==> config.mk <==
export PLATFORM = sky130hd
export DESIGN_NAME = fft_stage_scheduler
export DESIGN_NICKNAME = d
export VERILOG_FILES = /design/src/rtl/fft_pkg.sv /design/src/rtl/fft_addr_gen.sv /design/src/rtl/fft_stage_scheduler.sv
export SDC_FILE = /design/constraint.sdc
export NUM_CORES = 1
export LEC_CHECK = 0
export ABC_AREA = 0
export CORE_AREA = 8 8 202 204
export DETAILED_ROUTE_END_ITERATION = 10
export DIE_AREA = 0 0 210 212
export PLACE_DENSITY = 0.53
export SYNTH_ARGS = -nofsm -noshare
export SYNTH_HDL_FRONTEND = slang
export SYNTH_HIERARCHICAL = 1
export SYNTH_SLANG_ARGS = --single-unit
==> constraint.sdc <==
create_clock -name clk -period 12.05 [get_ports clk]
set_clock_uncertainty 0.15 [all_clocks]
set_input_delay 1.205 -clock clk [delete_from_list [all_inputs] [get_ports clk]]
set_output_delay 1.205 -clock clk [all_outputs]
set_load 0.02 [all_outputs]
==> src/rtl/fft_pkg.sv <==
// Shared types and helpers for the FFT stage scheduler: FSM state encoding,
// default butterfly latency, memory read latency and complex {re,im} helpers.
package fft_pkg;

  typedef enum logic [1:0] {S_IDLE, S_ISSUE, S_DRAIN} sched_state_t;

  localparam int BF_LATENCY_DEF = 3;
  localparam int MEM_RD_LAT     = 1;
  localparam int CPX_MAX_W      = 32;

  function automatic logic [2*CPX_MAX_W-1:0] cpx_mask(input int unsigned w);
    return (64'd1 << w) - 64'd1;
  endfunction

  function automatic logic [CPX_MAX_W-1:0] cpx_re(input logic [2*CPX_MAX_W-1:0] z,
                                                  input int unsigned w);
    return CPX_MAX_W'((z >> w) & cpx_mask(w));
  endfunction

  function automatic logic [CPX_MAX_W-1:0] cpx_im(input logic [2*CPX_MAX_W-1:0] z,
                                                  input int unsigned w);
    return CPX_MAX_W'(z & cpx_mask(w));
  endfunction

  function automatic logic [2*CPX_MAX_W-1:0] cpx_pack(input logic [CPX_MAX_W-1:0] re,
                                                      input logic [CPX_MAX_W-1:0] im,
                                                      input int unsigned w);
    return ((64'(re) & cpx_mask(w)) << w) | (64'(im) & cpx_mask(w));
  endfunction

endpackage

==> src/rtl/fft_addr_gen.sv <==
// Radix-2 DIT in-place address generator: (stage, butterfly j) -> operand
// pair addresses and twiddle ROM index. Purely combinational.
module fft_addr_gen
  import fft_pkg::*;
#(
  parameter int LOG2N = 10,
  parameter int SW    = 4
) (
  input  logic [SW-1:0]    stage,
  input  logic [LOG2N-2:0] j,
  output logic [LOG2N-1:0] addr_a,
  output logic [LOG2N-1:0] addr_b,
  output logic [LOG2N-2:0] tw_addr
);
  localparam int AW = LOG2N;

  logic [AW-1:0] jx, half, k;

  assign jx   = {1'b0, j};
  assign half = AW'(1) << stage;
  assign k    = jx & (half - AW'(1));

  // Insert a zero at bit position 'stage' of j to get the A index; B sets it.
  assign addr_a  = ((jx >> stage) << (int'(stage) + 1)) | k;
  assign addr_b  = addr_a | half;
  assign tw_addr = k[AW-2:0] << (LOG2N - 1 - int'(stage));

endmodule

==> src/rtl/fft_stage_scheduler.sv <==
// In-place radix-2 DIT FFT sequencer: walks all stages, issues RAM/ROM reads
// to the butterfly and writes results back. FFT_SCHED_INVERSE_EN adds i_inverse.
module fft_stage_scheduler
  import fft_pkg::*;
#(
  parameter  int FFT_LENGTH    = 1024,
  parameter  int DATA_WIDTH    = 24,
  parameter  int TWIDDLE_WIDTH = 24,
  parameter  int BF_LATENCY    = BF_LATENCY_DEF,
  localparam int LOG2N         = $clog2(FFT_LENGTH),
  localparam int ADDR_WIDTH    = LOG2N,
  localparam int TW_ADDR_WIDTH = LOG2N - 1
) (
  input  logic                       clk,
  input  logic                       reset,
  input  logic                       i_start,
`ifdef FFT_SCHED_INVERSE_EN
  input  logic                       i_inverse,
`endif
  output logic                       o_busy,
  output logic                       o_done,
  output logic                       o_error,
  output logic                       o_rd_en,
  output logic [ADDR_WIDTH-1:0]      o_rd_addr_a,
  output logic [ADDR_WIDTH-1:0]      o_rd_addr_b,
  input  logic [2*DATA_WIDTH-1:0]    i_rd_data_a,
  input  logic [2*DATA_WIDTH-1:0]    i_rd_data_b,
  output logic [TW_ADDR_WIDTH-1:0]   o_tw_addr,
  input  logic [2*TWIDDLE_WIDTH-1:0] i_tw_data,
  output logic                       o_bf_start,
  output logic [2*DATA_WIDTH-1:0]    o_bf_a,
  output logic [2*DATA_WIDTH-1:0]    o_bf_b,
  output logic [2*TWIDDLE_WIDTH-1:0] o_bf_twiddle,
  input  logic                       i_bf_valid,
  input  logic [2*DATA_WIDTH-1:0]    i_bf_a,
  input  logic [2*DATA_WIDTH-1:0]    i_bf_b,
  output logic                       o_wr_en,
  output logic [ADDR_WIDTH-1:0]      o_wr_addr_a,
  output logic [ADDR_WIDTH-1:0]      o_wr_addr_b,
  output logic [2*DATA_WIDTH-1:0]    o_wr_data_a,
  output logic [2*DATA_WIDTH-1:0]    o_wr_data_b
);
  localparam int STAGES = MEM_RD_LAT + BF_LATENCY - 1;
  localparam int SW     = (LOG2N > 1) ? $clog2(LOG2N) : 1;
  localparam int JW     = LOG2N - 1;
  localparam int CW     = $clog2(BF_LATENCY + 3) + 1;
  localparam int QW     = $clog2(BF_LATENCY + 2);
  localparam logic [JW-1:0] J_LAST = JW'(FFT_LENGTH/2 - 1);
  localparam logic [SW-1:0] S_LAST = SW'(LOG2N - 1);

  sched_state_t state;
  logic [SW-1:0] stage, nxt_stage;
  logic [JW-1:0] j, nxt_j;
  logic          launch, accept, wr_en, err_evt;
  logic [CW-1:0] inflight, inflight_nxt;
  logic [QW-1:0] quiet;

  logic [ADDR_WIDTH-1:0]    gen_a, gen_b;
  logic [TW_ADDR_WIDTH-1:0] gen_tw;

  logic [STAGES:0]                 vld_pipe;
  logic [STAGES:0][ADDR_WIDTH-1:0] tag_a, tag_b;

  assign accept       = (state == S_IDLE) && i_start;
  assign wr_en        = i_bf_valid && vld_pipe[STAGES] && (inflight != '0);
  // Results still leaving the butterfly right after a reset are not errors.
  assign err_evt      = i_bf_valid && !wr_en && (quiet == '0);
  assign inflight_nxt = inflight + CW'(o_rd_en) - CW'(wr_en);

  always_comb begin
    launch    = 1'b0;
    nxt_stage = stage;
    nxt_j     = j;
    case (state)
      S_IDLE: if (i_start) begin
        launch    = 1'b1;
        nxt_stage = '0;
        nxt_j     = '0;
      end
      S_ISSUE: if (j != J_LAST) begin
        launch = 1'b1;
        nxt_j  = j + JW'(1);
      end
      S_DRAIN: if (inflight_nxt == '0 && stage != S_LAST) begin
        launch    = 1'b1;
        nxt_stage = stage + SW'(1);
        nxt_j     = '0;
      end
      default: ;
    endcase
  end

  fft_addr_gen #(.LOG2N(LOG2N), .SW(SW)) u_addr_gen (
    .stage   (nxt_stage),
    .j       (nxt_j),
    .addr_a  (gen_a),
    .addr_b  (gen_b),
    .tw_addr (gen_tw)
  );

  always_ff @(posedge clk) begin
    if (reset) begin
      state       <= S_IDLE;
      stage       <= '0;
      j           <= '0;
      o_rd_en     <= 1'b0;
      o_rd_addr_a <= '0;
      o_rd_addr_b <= '0;
      o_tw_addr   <= '0;
      o_busy      <= 1'b0;
      o_done      <= 1'b0;
      o_error     <= 1'b0;
      inflight    <= '0;
      quiet       <= QW'(BF_LATENCY + 1);
    end else begin
      stage       <= nxt_stage;
      j           <= nxt_j;
      o_rd_en     <= launch;
      o_rd_addr_a <= launch ? gen_a  : '0;
      o_rd_addr_b <= launch ? gen_b  : '0;
      o_tw_addr   <= launch ? gen_tw : '0;
      inflight    <= inflight_nxt;
      o_done      <= 1'b0;
      o_error     <= (o_error && !accept) || err_evt;
      if (quiet != '0) quiet <= quiet - QW'(1);
      case (state)
        S_IDLE: if (i_start) begin
          state  <= S_ISSUE;
          o_busy <= 1'b1;
        end
        S_ISSUE: if (j == J_LAST) state <= S_DRAIN;
        S_DRAIN: if (inflight_nxt == '0) begin
          if (stage == S_LAST) begin
            state  <= S_IDLE;
            o_busy <= 1'b0;
            o_done <= 1'b1;
          end else begin
            state  <= S_ISSUE;
          end
        end
        default: state <= S_IDLE;
      endcase
    end
  end

  // Write-address tag line: each read's addresses ride along until its result returns.
  always_ff @(posedge clk) begin
    if (reset) begin
      vld_pipe <= '0;
      tag_a    <= '0;
      tag_b    <= '0;
    end else begin
      vld_pipe <= {vld_pipe[STAGES-1:0], o_rd_en};
      tag_a    <= {tag_a[STAGES-1:0], o_rd_addr_a};
      tag_b    <= {tag_b[STAGES-1:0], o_rd_addr_b};
    end
  end

  assign o_bf_start = vld_pipe[MEM_RD_LAT-1];
  assign o_bf_a     = o_bf_start ? i_rd_data_a : '0;
  assign o_bf_b     = o_bf_start ? i_rd_data_b : '0;

`ifdef FFT_SCHED_INVERSE_EN
  logic                          inv_q;
  logic [CPX_MAX_W-1:0]          tw_re, tw_im, tw_im_sel;
  logic [2*CPX_MAX_W-1:0]        tw_pk;

  always_ff @(posedge clk) begin
    if (reset)       inv_q <= 1'b0;
    else if (accept) inv_q <= i_inverse;
  end

  assign tw_re        = cpx_re(64'(i_tw_data), TWIDDLE_WIDTH);
  assign tw_im        = cpx_im(64'(i_tw_data), TWIDDLE_WIDTH);
  assign tw_im_sel    = inv_q ? -tw_im : tw_im;
  assign tw_pk        = cpx_pack(tw_re, tw_im_sel, TWIDDLE_WIDTH);
  assign o_bf_twiddle = o_bf_start ? tw_pk[2*TWIDDLE_WIDTH-1:0] : '0;
`else
  assign o_bf_twiddle = o_bf_start ? i_tw_data : '0;
`endif

  assign o_wr_en     = wr_en;
  assign o_wr_addr_a = wr_en ? tag_a[STAGES] : '0;
  assign o_wr_addr_b = wr_en ? tag_b[STAGES] : '0;
  assign o_wr_data_a = wr_en ? i_bf_a : '0;
  assign o_wr_data_b = wr_en ? i_bf_b : '0;

endmodule

==> impl_metrics.tcl, run 1 <==
set metrics [dict create \
    clock-sinks 139 \
    fmax_mhz 144.3 \
    dr.pass1.iters 5 \
    post_synth_num_cell_types 71 \
    grt_pass1_wl_um 70070 \
    crit_slowest_cell "ha_1" \
    grt_overflow 0 \
    core_area_mm2 0.03793 \
    post_drt_wl_per_cell_um 25.77 \
    drive_gt1_frac 0.06110 \
    grt_max_degree 127 \
    synth-compound-area-share 0.1279 \
    outcome "completed" \
    die_h_um 212 \
    num_io_pins 539 \
    grt_pass1_vias 8797 \
    reg2reg_from "inflight[2]" \
    ir_drop_mv 0.09880 \
    cts_setup_buffers 0 \
    antenna_left 0 \
    period_share 0.5749 \
    yosys_warnings 6 \
    syn-mean-instance-area_um2 8.422 \
    worst_pin_slew_ps 1114 \
    setup_tns_ps 0 \
    finalSetupViolations 0 \
    holdPathStages 1 \
    setup_slack_ps 5122 \
    synthesis.nets 1234 \
    r2r_slack_ps 5830 \
    routabilityCongestion 0.9534 \
    start_util 0.2154 \
    cp_cell_sequence "clkdlybuf4s50_1, nand2_1, a31oi_4, ha_1, inv_1, ha_1, fa_1, nor2_1, nand2_1, nor4b_1, nand2_1, nand2_1, buf_4, inv_1, ha_1, inv_1, nand2_1, a211o_1, o211ai_1, a221o_1, nor3b_2" \
    fillers 3796 \
    drt_iter0_markers 651 \
    drv_slew 0 \
    synth_top_family_by_area "simple AND/OR/NAND/NOR gates" \
    cp-end-kind "register" \
    synth_edf_count 0 \
    cts_root_buffer "clkbuf_16" \
    cts.path.max_buffers 2 \
    power_density_mw_per_mm2 98.88 \
    portBuffers 538 \
    synth.area.mux_share 0.02696 \
    drc 0 \
    hold_end "tag_b[28]" \
    rr_worst_depth 21 \
    leakage_nw 5.327 \
    startpoint_type "input port" \
    arrival_ps 7050 \
    relSlewSlack 0.2572 \
    clk_pin_slew_ps 60 \
    hold_class "reg2reg" \
    die_w_um 210 \
    cts_hold_buffers 0 \
    rows 72 \
    hold_viol_final 0 \
    viasPerCell 4.493 \
    dp_slack_ps 4748 \
    synth_fa_ha_area_frac 0.03155 \
    holdWs_ps 284.8 \
    wirelength_um 51410 \
    cp_max_fo 41 \
    syn_area_mm2 0.008169 \
    synth_top_area_cell "dfxtp_1" \
    rsz0062_at_grt "no" \
    timing.rr.end "o_rd_addr_b[2]" \
    grt_use_total 0.2172 \
    ctsResizeCount 0 \
    die_area_mm2 0.04452 \
    clock_latency_ps 430 \
    final_nets 1724 \
    ys_async_sr_fraction 0 \
    drv_cap 0 \
    synth_area_leaders "dfxtp_1 (34%), and2_1 (20%), nor2b_1 (7.0%), nor3b_2 (4.1%), ha_1 (2.9%)" \
    ys_seq_area_frac 0.3406 \
    synth_xor_xnor_area_share 0.006433 \
    crit_type "in2reg" \
    area_delta_synth_final_pct 77.64 \
    ys.flop_type "dfxtp_1" \
    cts_made_buffers 17 \
    hpwl_um 42230 \
    cts_tree "built" \
    synth_top_area_share 0.3406 \
    yosys.area_share.simple 0.4080 \
    synth_seq_cells 139 \
    min_from "tag_b[18]" \
    dr_total_vias 8964 \
    total_power_mw 1.435 \
    synthCells 970 \
    period_minus_slack_ps 6928 \
    required_ps 12170 \
    grt_antenna_before_repair 13 \
    cts-htree-levels 4 \
    cp_slowest_stage_delay_ps 980 \
    crit_top_cell "nand2_1" \
]
[cell usage after synthesis (3+ instances only)]
master / n
nor2b_1: 91
inv_1: 24
xnor2_1: 4
o21a_1: 5
dfxtp_1: 139
nor3b_2: 27
clkbuf_1: 47
or3_1: 5
and2_1: 261
o21ai_1: 3
nand3_1: 13
nand3b_1: 4
o211ai_1: 11
a311oi_1: 3
buf_4: 4
nor3_1: 16
o32ai_1: 7
ha_1: 19
nand2b_1: 11
o22ai_1: 3
and3_1: 5
nand4_1: 3
a21oi_1: 31
a211oi_1: 9
o221ai_1: 6
buf_6: 10
o21ai_0: 21
nand2_1: 40
mux2_2: 4
a41oi_1: 3
buf_2: 9
nor2_1: 38
o31ai_1: 10
mux2i_1: 13
nor4_1: 8
buf_1: 4
a31oi_1: 11
nor3b_1: 4
or2_2: 3
o2bb2ai_1: 3
[worst max-delay path: cells and delay by family]
family	cells	cell delay (ps)
AOI/OAI and AO/OA	4	790
adders and majority gates	4	1850
buffers and inverters	5	1790
and+or+nand+nor	8	1380
[registers in the layout, summed over array words and instances, names as in the netlist]
signal / flops
state: 2
tag_a: 40
tag_b: 40
o_rd_en: 1
o_rd_addr_a: 10
o_tw_addr: 9
stage: 4
quiet: 3
o_done: 1
o_busy: 1
o_rd_addr_b: 10
inflight: 4
o_error: 1
j: 9
vld_pipe: 4
[power by group]
| part | leakage (nW) | switching, mW | internal [mW] | total, mW |
|---|---|---|---|---|
| clock network | 0.289 | 0.244 | 0.279 | 0.524 |
| registers | 1.12 | 0.0124 | 0.477 | 0.489 |
| logic | 3.91 | 0.222 | 0.200 | 0.422 |
[stage by stage]
step | cells | area, µm² | util
detailed placement | 1959 | 13910 | 0.3668
CTS | 1991 | 14500 | 0.3824
global placement | 1959 | 13910 | 0.3668
finish | 1995 | 14510 | 0.3826
global route | 1992 | 14500 | 0.3824
floorplan | 970 | 8169 | -
[cell families after synthesis]
family | Yosys count
flip-flops | 139
buffers and inverters | 100
adder cells (fa/ha/maj) | 20
multiplexers | 19
AND/OR/NAND/NOR | 537
AO/OA/AOI/OAI | 149
XOR/XNOR | 6
[routing by layer]
metal	global-route usage	part of all wire	wire, µm
met1	0.2623	0.42	21470
met2	0.3775	0.49	25280
met3	0.06692	0.075	3849
met4	0.04374	0.014	718
met5	0	0.0018	95
[cell usage in the layout (no fill, tap or decap), types with 11 or more instances in the layout]
master	instances
nor3b_2	27
and2_1	261
ha_1	19
nand2b_1	11
nand2_1	40
a21oi_1	31
dfxtp_1	138
o21ai_0	20
clkbuf_16	17
clkdlybuf4s50_1	537
mux2i_1	13
nor2b_1	91
inv_1	24
o211ai_1	11
nor3_1	16
nor2_1	38
nand3_1	13
[final cells by class]
cell class	count	area, µm²	area share
Timing Repair Buffer	546	5443	0.3751
Antenna cell	4	10.01	0.0006898
Tap cell	518	648.1	0.04466
Clock buffer	17	425.4	0.02932
Inverter	25	93.84	0.006467
Sequential cell	139	2786	0.1920
Multi-Input combinational cell	731	4940	0.3404
Clock inverter	15	165.2	0.01138
[worst max-delay path by stage]
stage,slack (ps),startpoint,to
detailed placement,4750,i_bf_valid,o_rd_addr_b[2]
global placement,4790,i_bf_valid,o_rd_addr_b[2]
global route,4650,i_bf_valid,o_rd_addr_a[6]
floorplan,5240,i_bf_valid,o_tw_addr[6]
CTS,5210,i_bf_valid,o_rd_addr_b[2]
finish,5120,i_bf_valid,o_rd_addr_b[2]
No activity file was read; power rests on OpenSTA's default activity.
==> run 2, diff against run 1 <==
CORE_AREA = 8 8 203 205   (was 8 8 202 204)
DIE_AREA = 0 0 211 213   (was 0 0 210 212)
PLACE_DENSITY = 0.55   (was 0.53)
clock period = 5.8 ns   (was 12.05 ns; I/O delays follow)
==> run 2 against run 1 <==
  * Clock power up 120%
  * Worst hold slack worse by 1.5 ps
  * Flip-flop and latch count unchanged
  * Register-to-register slack got worse by 5200 ps
  * Clock-buffer cell count up 1
  * Critical path type unchanged
  * Critical endpoint is now o_rd_addr_b[5]
==> impl_metrics.tcl, run 2 (same netlist as run 1, synthesis figures left out) <==
set metrics [dict create \
    outcome "completed" \
    final_cell_mix "clkdlybuf4s50_1 (537), and2_1 (261), dfxtp_1 (138)" \
    drv_cap 0 \
    die_h_um 213 \
    dp_slack_ps 197.8 \
    clk_pin_slew_ps 60 \
    placed_area_mm2 0.01439 \
    power_density_mw_per_mm2 208.1 \
    ir_drop_mv 0.1786 \
    crit_type "in2reg" \
    cts_hold_buffers 0 \
    portBuffers 538 \
    drive_gt1_frac 0.09831 \
    grt_max_degree 119 \
    rsz0062_at_grt "no" \
    hold_class "reg2reg" \
    cts_made_buffers 17 \
    period_share 0.9006 \
    top_regs "tag_a (40), tag_b (40)" \
    grt_use_total 0.2477 \
    drc 0 \
    die_w_um 211 \
    drt_iter0_markers 677 \
    start_util 0.2144 \
    fillers 3848 \
    setup_tns_ps 0 \
    fmax_mhz 191.4 \
    finalSetupViolations 0 \
    hold_viol_final 0 \
    leakage_nw 5.650 \
    cts_root_buffer "clkbuf_16" \
    cts.path.max_buffers 2 \
    die_area_mm2 0.04494 \
    clock_latency_ps 420 \
    cp-end-kind "register" \
    relSlewSlack 0.3335 \
    final_nets 1787 \
    wirelength_um 58690 \
    core_area_mm2 0.03811 \
    design_area_mm2 0.01504 \
    grt_pass1_wl_um 78240 \
    period_minus_slack_ps 5223 \
    num_io_pins 539 \
    ctsResizeCount 0 \
    grt_pass1_vias 9192 \
    post_drt_wl_per_cell_um 28.46 \
    grt_antenna_before_repair 24 \
    routabilityCongestion 0.9562 \
    antenna_left 0 \
    worst_pin_slew_ps 999.7 \
    regArea_mm2 0.002786 \
    arrival_ps 5360 \
    area_delta_synth_final_pct 84.06 \
    multiInputGateArea_mm2 0.004935 \
    grt_overflow 0 \
    startpoint_type "input port" \
    dr_total_vias 9375 \
    placed_cells 2022 \
    final_common_cell "clkdlybuf4s50_1" \
    setup_slack_ps 576.6 \
    cts_setup_buffers 0 \
    total_power_mw 3.129 \
    final_util 0.3946 \
    clock-sinks 139 \
    cts-htree-levels 4 \
    cp_max_fo 11 \
    rows 72 \
    dr.pass1.iters 7 \
    cts_tree "built" \
    hpwl_um 49200 \
    drv_slew 0 \
    viasPerCell 4.547 \
    finalNonFillerCells 2062 \
    holdWs_ps 283.3 \
    required_ps 5940 \
]
==> run 2: changes by cell type in the layout (fill, tap and decap cells not counted), moves of 3 or more <==
| cell | previous run | this run |
|---|---|---|
| inv_8 | 6 | 2 |
| bufinv_16 | 0 | 3 |
| buf_4 | 9 | 71 |
| diode_2 | 4 | 8 |
| clkinv_4 | 0 | 3 |
| clkinv_8 | 3 | 0 |
==> run 2: worst paths after layout <==
kind                     from             end  slack (ps)  depth (start not counted)
setup / recovery   i_bf_valid  o_rd_addr_b[5]         580                         19
hold / removal      tag_b[22]       tag_b[32]         280                          1
setup reg to reg  inflight[2]  o_rd_addr_b[5]         660                         19
hold reg to reg     tag_b[22]       tag_b[32]         280                          1
==> run 2: worst max-delay path: stages <==
cell and delay, ps:
clkdlybuf4s50_1 470, nand2_1 90, a31oi_4 150, ha_1 250, inv_1 60, ha_1 180, fa_1 440, nor2_1 120
nand2_1 90, or3_4 410, o21a_1 220, o22a_1 330, mux4_2 520, a32o_2 290, or2_2 300, mux2i_1 300
o41a_1 200, o211ai_1 150, nor3b_2 190
==> run 2: cell type report <==
| cell class | count | share of cell area |
|---|---|---|
| Antenna cell | 8 | 0.001331 |
| Clock buffer | 18 | 0.02921 |
| Clock inverter | 14 | 0.01232 |
| Inverter | 25 | 0.006241 |
| Multi-Input combinational cell | 731 | 0.3282 |
| Sequential cell | 139 | 0.1853 |
| Tap cell | 518 | 0.04311 |
| Timing Repair Buffer | 609 | 0.3943 |
==> run 2: where the power goes <==
| part | switching, mW | internal [mW] |
|---|---|---|
| registers | 0.0442 | 0.991 |
| clock network | 0.472 | 0.700 |
| logic | 0.476 | 0.446 |
| total | 0.991 | 2.14 |
==> run 2: layer usage <==
layer,track usage,wire (µm),up-vias
li1,-,-,4376
met1,0.3414,26910,4568
met2,0.3952,26920,364
met3,0.05842,4207,47
met4,0.03764,518,20
met5,0,129,-
